### src/rtl/regwr_arb_if.sv
// regwr_arb_if: signal bundle between the write-port arbiter and its
// neighbours (writeback stage, long-latency unit, issue-stage scoreboard
// query and the register-file write port).
//
// Long-latency result handshake (lu_valid / lu_ready):
//   A result transfers on a clock edge where lu_valid && lu_ready are both
//   high. lu_ready depends only on arbiter state (FIFO not full), never on
//   lu_valid or on a same-cycle pop. The producer holds lu_valid, lu_wrreg
//   and lu_wrdata stable until the transfer happens.
interface regwr_arb_if #(
  parameter int DEPTH = 4
);
  localparam int CW = $clog2(DEPTH) + 1;

  // writeback stage (cannot be back-pressured)
  logic          wb_regwrite;
  logic [4:0]    wb_wrreg;
  logic [31:0]   wb_wrdata;
  // long-latency unit result
  logic          lu_valid;
  logic          lu_ready;
  logic [4:0]    lu_wrreg;
  logic [31:0]   lu_wrdata;
  // scoreboard query
  logic [4:0]    q_read1;
  logic [4:0]    q_read2;
  logic          pend1;
  logic          pend2;
  // register-file write port
  logic          regwrite;
  logic [4:0]    wrreg;
  logic [31:0]   wrdata;
  // status
  logic          pipe_stall;
  logic [CW-1:0] count;

  // environment side: drives requests, observes the arbiter
  modport master (
    output wb_regwrite, wb_wrreg, wb_wrdata,
    output lu_valid, lu_wrreg, lu_wrdata,
    output q_read1, q_read2,
    input  lu_ready, pend1, pend2,
    input  regwrite, wrreg, wrdata,
    input  pipe_stall, count
  );

  // arbiter side
  modport slave (
    input  wb_regwrite, wb_wrreg, wb_wrdata,
    input  lu_valid, lu_wrreg, lu_wrdata,
    input  q_read1, q_read2,
    output lu_ready, pend1, pend2,
    output regwrite, wrreg, wrdata,
    output pipe_stall, count
  );
endinterface

### src/rtl/regwr_arb.sv
// regwr_arb: shares the register file's single write port between the
// writeback stage and a long-latency result unit. Long-latency results are
// buffered in an in-order FIFO and drained into idle writeback slots. The
// block reports registers with buffered writes (pend1/pend2).
//
// Optional feature macro: REGWR_ARB_STARVE_EN
//   defined   -> starvation counter and registered pipe_stall request built
//   undefined -> no counter, pipe_stall tied low
module regwr_arb #(
  parameter int DEPTH        = 4,
  parameter int STARVE_LIMIT = 8
) (
  input logic        clk,
  input logic        reset,
  regwr_arb_if.slave bus
);

  localparam int PW = $clog2(DEPTH);
  localparam int CW = PW + 1;
  localparam int SW = $clog2(STARVE_LIMIT + 1);

  // storage (data path, not reset: validity comes from pointers/count)
  logic [4:0]    ent_reg_q [DEPTH];
  logic [31:0]   ent_dat_q [DEPTH];

  logic [PW-1:0] rd_ptr_q, rd_ptr_d;
  logic [PW-1:0] wr_ptr_q, wr_ptr_d;
  logic [CW-1:0] count_q, count_d;

  logic          wb_busy;
  logic          fifo_empty;
  logic          fifo_full;
  logic          pop;
  logic          accept;
  logic          push;
  logic [DEPTH-1:0] ent_valid;

  // Distance of slot idx from the read pointer, modulo DEPTH.
  function automatic logic [CW-1:0] slot_age(input logic [PW-1:0] idx,
                                             input logic [PW-1:0] rd);
    logic [PW-1:0] d;
    d = idx - rd;
    return {1'b0, d};
  endfunction

  // A wb write to r0 is treated as an idle slot.
  assign wb_busy    = bus.wb_regwrite && (bus.wb_wrreg != 5'd0);
  assign fifo_empty = (count_q == '0);
  assign fifo_full  = (count_q == CW'(DEPTH));

  // Drain is suppressed while reset is held so no buffered write escapes.
  assign pop    = !reset && !wb_busy && !fifo_empty;
  assign accept = bus.lu_valid && !fifo_full;
  assign push   = accept && (bus.lu_wrreg != 5'd0);

  assign bus.lu_ready = !fifo_full;
  assign bus.count    = count_q;

  // Write-port mux: writeback first, else FIFO head, else idle zeros.
  always_comb begin
    bus.regwrite = 1'b0;
    bus.wrreg    = 5'd0;
    bus.wrdata   = 32'd0;
    if (wb_busy) begin
      bus.regwrite = 1'b1;
      bus.wrreg    = bus.wb_wrreg;
      bus.wrdata   = bus.wb_wrdata;
    end else if (pop) begin
      bus.regwrite = 1'b1;
      bus.wrreg    = ent_reg_q[rd_ptr_q];
      bus.wrdata   = ent_dat_q[rd_ptr_q];
    end
  end

  // Pointer and occupancy next-state; pointers wrap naturally at DEPTH.
  always_comb begin
    rd_ptr_d = rd_ptr_q + PW'(pop);
    wr_ptr_d = wr_ptr_q + PW'(push);
    count_d  = count_q + CW'(push) - CW'(pop);
  end

  // Per-slot valid bits derived from read pointer and occupancy.
  always_comb begin
    ent_valid = '0;
    for (int i = 0; i < DEPTH; i++) begin
      ent_valid[i] = (slot_age(PW'(i), rd_ptr_q) < count_q);
    end
  end

  // Scoreboard: buffered entries (head included even when popping now)
  // plus any result being pushed this cycle.
  always_comb begin
    bus.pend1 = 1'b0;
    bus.pend2 = 1'b0;
    for (int i = 0; i < DEPTH; i++) begin
      if (ent_valid[i] && (ent_reg_q[i] == bus.q_read1)) bus.pend1 = 1'b1;
      if (ent_valid[i] && (ent_reg_q[i] == bus.q_read2)) bus.pend2 = 1'b1;
    end
    if (push && (bus.lu_wrreg == bus.q_read1)) bus.pend1 = 1'b1;
    if (push && (bus.lu_wrreg == bus.q_read2)) bus.pend2 = 1'b1;
    if (bus.q_read1 == 5'd0) bus.pend1 = 1'b0;
    if (bus.q_read2 == 5'd0) bus.pend2 = 1'b0;
  end

  // FIFO control state; reset flushes all buffered writes.
  always_ff @(posedge clk) begin
    if (reset) begin
      rd_ptr_q <= '0;
      wr_ptr_q <= '0;
      count_q  <= '0;
    end else begin
      rd_ptr_q <= rd_ptr_d;
      wr_ptr_q <= wr_ptr_d;
      count_q  <= count_d;
    end
  end

  // FIFO storage write on push.
  always_ff @(posedge clk) begin
    if (push) begin
      ent_reg_q[wr_ptr_q] <= bus.lu_wrreg;
      ent_dat_q[wr_ptr_q] <= bus.lu_wrdata;
    end
  end

`ifdef REGWR_ARB_STARVE_EN
  logic [SW-1:0] starve_q, starve_d;
  logic          stall_q,  stall_d;

  // Starvation counter and sticky stall request next-state.
  always_comb begin
    starve_d = starve_q;
    stall_d  = stall_q;
    if (fifo_empty || pop) begin
      starve_d = '0;
    end else if (wb_busy && (starve_q != SW'(STARVE_LIMIT))) begin
      starve_d = starve_q + SW'(1);
    end
    if (starve_q == SW'(STARVE_LIMIT)) begin
      stall_d = 1'b1;
    end else if (fifo_empty) begin
      stall_d = 1'b0;
    end
  end

  // Starvation state registers.
  always_ff @(posedge clk) begin
    if (reset) begin
      starve_q <= '0;
      stall_q  <= 1'b0;
    end else begin
      starve_q <= starve_d;
      stall_q  <= stall_d;
    end
  end

  assign bus.pipe_stall = stall_q;
`else
  logic unused_starve_limit;
  assign unused_starve_limit = ^STARVE_LIMIT;
  assign bus.pipe_stall      = 1'b0;
`endif

endmodule

### src/flat_wrapper.sv
// flat-port wrapper written by rule: the top's interface ports become plain ports
module regwr_arb_flat 
#(
  parameter int DEPTH        = 4,
  parameter int STARVE_LIMIT = 8
)
  (clk, reset, bus_wb_regwrite, bus_wb_wrreg, bus_wb_wrdata, bus_lu_valid, bus_lu_wrreg, bus_lu_wrdata, bus_q_read1, bus_q_read2, bus_lu_ready, bus_pend1, bus_pend2, bus_regwrite, bus_wrreg, bus_wrdata, bus_pipe_stall, bus_count);
  regwr_arb_if #(.DEPTH(DEPTH)) bus_i ();
  input logic clk;
  input logic reset;
  input wire logic [$bits(bus_i.wb_regwrite)-1:0] bus_wb_regwrite;
  input wire logic [$bits(bus_i.wb_wrreg)-1:0] bus_wb_wrreg;
  input wire logic [$bits(bus_i.wb_wrdata)-1:0] bus_wb_wrdata;
  input wire logic [$bits(bus_i.lu_valid)-1:0] bus_lu_valid;
  input wire logic [$bits(bus_i.lu_wrreg)-1:0] bus_lu_wrreg;
  input wire logic [$bits(bus_i.lu_wrdata)-1:0] bus_lu_wrdata;
  input wire logic [$bits(bus_i.q_read1)-1:0] bus_q_read1;
  input wire logic [$bits(bus_i.q_read2)-1:0] bus_q_read2;
  output wire logic [$bits(bus_i.lu_ready)-1:0] bus_lu_ready;
  output wire logic [$bits(bus_i.pend1)-1:0] bus_pend1;
  output wire logic [$bits(bus_i.pend2)-1:0] bus_pend2;
  output wire logic [$bits(bus_i.regwrite)-1:0] bus_regwrite;
  output wire logic [$bits(bus_i.wrreg)-1:0] bus_wrreg;
  output wire logic [$bits(bus_i.wrdata)-1:0] bus_wrdata;
  output wire logic [$bits(bus_i.pipe_stall)-1:0] bus_pipe_stall;
  output wire logic [$bits(bus_i.count)-1:0] bus_count;
  assign bus_i.wb_regwrite = bus_wb_regwrite;
  assign bus_i.wb_wrreg = bus_wb_wrreg;
  assign bus_i.wb_wrdata = bus_wb_wrdata;
  assign bus_i.lu_valid = bus_lu_valid;
  assign bus_i.lu_wrreg = bus_lu_wrreg;
  assign bus_i.lu_wrdata = bus_lu_wrdata;
  assign bus_i.q_read1 = bus_q_read1;
  assign bus_i.q_read2 = bus_q_read2;
  assign bus_lu_ready = bus_i.lu_ready;
  assign bus_pend1 = bus_i.pend1;
  assign bus_pend2 = bus_i.pend2;
  assign bus_regwrite = bus_i.regwrite;
  assign bus_wrreg = bus_i.wrreg;
  assign bus_wrdata = bus_i.wrdata;
  assign bus_pipe_stall = bus_i.pipe_stall;
  assign bus_count = bus_i.count;
  regwr_arb #(.DEPTH(DEPTH), .STARVE_LIMIT(STARVE_LIMIT)) u_core (.clk(clk), .reset(reset), .bus(bus_i));
endmodule
### config.mk
export PLATFORM = sky130hd
export DESIGN_NAME = regwr_arb_flat
export DESIGN_NICKNAME = d
export VERILOG_FILES = /design/src/rtl/regwr_arb_if.sv /design/src/rtl/regwr_arb.sv /design/src/flat_wrapper.sv
export SDC_FILE = /design/constraint.sdc
export NUM_CORES = 1
export LEC_CHECK = 0
export ABC_AREA = 1
export CORE_MARGIN = 5
export CORE_UTILIZATION = 34
export DETAILED_ROUTE_END_ITERATION = 12
export GPL_TIMING_DRIVEN = 0
export RECOVER_POWER = 100
export SYNTH_ARGS = -nofsm -noshare
export SYNTH_HDL_FRONTEND = slang
export SYNTH_SLANG_ARGS = --single-unit
export TNS_END_PERCENT = 5
### constraint.sdc
create_clock -name clk -period 4.8 [get_ports clk]
set_input_delay 1.2 -clock clk [delete_from_list [all_inputs] [get_ports clk]]
set_output_delay 1.2 -clock clk [all_outputs]
set_load 0.03 [all_outputs]
==> qor.txt <==
DR vias - 5711
placed instance area - 9190 sq um
Root Buffer - clkbuf_16
first-pass GRT wire length - 30.7 mm
Max Clk Rate - 211 MHz
Final #Nets - 988
peak supply drop - 0.000267 V
CTS tree - built
measured slew at the worst slew-check pin - 1.03 ns
RSZ-0062 raised after global routing - true
share of layout cells above drive strength 1 - 10.6%
hold buffers post-CTS - 0
post-cts gate resize count - 0
slew margin rel. - 31.1%
Arrival @ worst endpoint - 3.54 ns
# rows - 54
H-Tree Level Count - 4
synthesized cell area - 7430 sq um
Pwr Density - 425 nW/um^2
Seq/Total Area, Yosys - 61.7%
worst min path class - flop to flop
clk_lat worst skew - 0.43 ns
DRC - 0
Die Y - 158 um
pin count of the biggest net entering global routing - 17
minimum clock period after layout - 4.74 ns
Ys Warns - 0
Seq cells post-synth - 155
Crit. End Element - primary output
Pins Over Slew Limit - 0
crit path max fanout - 10
Area Overhead vs Synth - 31.1%
Post-DP HPWL - 14.5 mm
Synth Net Count - 833
status - completed
Max Cap Viol - 0
GPL Wtd Cong - 0.864
Storage cell area - 4580 sq um
postcts setup bufs - 0
Post-Syn Instances - 736
Multi-input gate area - 2470 sq um
clock tree sinks - 155
TritonRoute pass-1 iters - 5
Distinct cells, synth - 30
Starting DRT DRC Count - 381
Finished Layout Cells - 1184
endpoints failing setup - 0
vias in the first global route - 5626
Post-Place Cells - 1152
kind of critical path - input port to primary output
critical path startpoint category - input port
final hold vios - 0
CP Data Required Time - 3.60 ns
initial antenna violation count - 3
Clock Skew - 0.0101 ns
design area - 9740 sq um
clock slew at reported path FFs - 0.06 ns
floorplan core area - 21700 sq um
vias per std cell - 4.82
Fillers - 2016
fin crit share - 98.8%
WL/cell - 17.2 um
hold_ws - 0.584 ns
# IOs - 133
Initial Utilization - 34.3%
PortBufs - 121
Leak Pwr - 3.74 nW
cts bufs inserted - 17
clock buffer depth - 2
Routed WL - 20.3 mm
gr ovfl total - 0
die area - 24900 sq um
DIE WIDTH - 158 um
post-route ant nets - 0
syn avg cell area - 10.1 sq um
# diodes - 0
GRT Util Overall - 16.4%
==> cells by family after synthesis <==
| family | share of synthesized area, % |
|---|---|
| xor gates and xnor gates | 3.65 |
| AOI/OAI and AO/OA | 8.35 |
| adders and majority gates | 1.62 |
| and+or+nand+nor | 19.3 |
| other | 0.0505 |
| buffers and inverters | 5.34 |
| DFF | 61.7 |
==> power breakdown <==
group | total (mW) | internal [mW] | switching (mW)
logic | 1.20 | 0.440 | 0.757
registers | 1.72 | 1.66 | 0.0595
clock network | 1.22 | 0.670 | 0.553
==> synth_stat cells (all sizes together) <==
cell type,instances,area [sq um]
ha,8,100
clkbuf,22,85.1
o21ai,31,226
nand4,11,68.8
conb,1,3.75
dfxtp,7,140
xnor2,13,114
buf,21,143
nand2,250,938
inv,45,169
edfxtp,148,4440
fa,1,20.0
nor4,1,6.26
a21oi,52,260
nor3,7,35.0
nor2,33,131
a22o,9,78.8
nand3,51,255
a31o,1,17.5
o22ai,6,37.5
xor2,18,158
==> stage by stage <==
stage	setup slack, ns	power (mW)	TNS (ns)	utilization (%)
floorplan	0.120	2.46	0	-
global placement	-3.07	2.91	-438.51	41.5
detailed placement	0.0121	2.96	0	42.4
CTS	0.00128	4.17	0	44.9
global route	-0.0576	4.34	-0.368	44.9
finish	0.0596	4.14	0	44.9
==> area by class of cell <==
cell class | instances | share of cell area [%]
timing repair buffer | 136 | 14.2
buffer | 43 | 2.36
clock inverter | 14 | 1.19
sequential | 155 | 47.1
multi-input combinational | 493 | 25.4
inverter | 45 | 1.73
clock buffer | 18 | 4.41
tap | 280 | 3.60
==> sequential cells by signal, summed over array words and instances (netlist names) <==
| signal | flops |
|---|---|
| u_core.ent_reg_q | 20 |
| u_core.rd_ptr_q | 2 |
| u_core.bus.count | 3 |
| u_core.wr_ptr_q | 2 |
| u_core.ent_dat_q | 128 |
==> routing by layer <==
| metal | global-route usage [%] | wire length [um] | share of wire [%] |
|---|---|---|---|
| met1 | 21.8 | 9130 | 45 |
| met2 | 26.4 | 9590 | 47 |
| met3 | 3.44 | 1060 | 5.2 |
| met4 | 6.47 | 508 | 2.5 |
| met5 | 0 | 34 | 0.17 |
==> path summary, 6_finish.rpt <==
check / end / start / depth (start not counted) / slack [ns]
min reg2reg: u_core.wr_ptr_q[1]$_SDFF_PP0_ / u_core.wr_ptr_q[1]$_SDFF_PP0_ / 2 / 0.58
max reg2reg: u_core.ent_dat_q[2][0]$_DFFE_PP_ / u_core.bus.count[1]$_SDFF_PP0_ / 8 / 2.06
min: u_core.wr_ptr_q[1]$_SDFF_PP0_ / u_core.wr_ptr_q[1]$_SDFF_PP0_ / 2 / 0.58
max: bus_wrdata[24] / bus_wb_wrreg[4] / 8 / 0.06
==> layout by cell type, fill, tap and decap left out, types with 2 or more instances in the layout <==
cell type        netlist  layout
buf_12                 2       2
xnor2_1               13      13
inv_2                  3       3
nand2_1              250     250
nand4_1               11      11
nor3_1                 7       3
clkbuf_16              0      17
xor2_1                18      18
buf_4                  2       2
inv_8                  0       2
clkdlybuf4s50_1        0      84
inv_1                 42      42
inv_6                  0       2
clkbuf_1              20      19
dlygate4sd3_1          0      37
o22ai_1                6       6
a22o_1                 9       9
buf_8                  0       2
buf_6                  1      14
clkinv_4               0       4
ha_1                   8       8
nor2_1                32      31
clkinvlp_4             0       5
nand3_1               51      51
o21ai_0               11      11
dfxtp_1                7       7
o21ai_2               19      19
buf_2                 13      13
a21oi_1               52      52
nor3_2                 0       4
buf_1                  3       3
edfxtp_1             148     148
clkbuf_2               2       4
==> worst max-delay path, cell delays in order <==
cell	delay, ns
clkdlybuf4s50_1	0.48
nor2_1	0.05
nand2_1	0.05
nand2_1	0.07
inv_2	0.23
clkbuf_1	0.52
a22o_1	0.24
clkdlybuf4s50_1	0.67
Note: power is estimated with default switching activity, not from simulation.
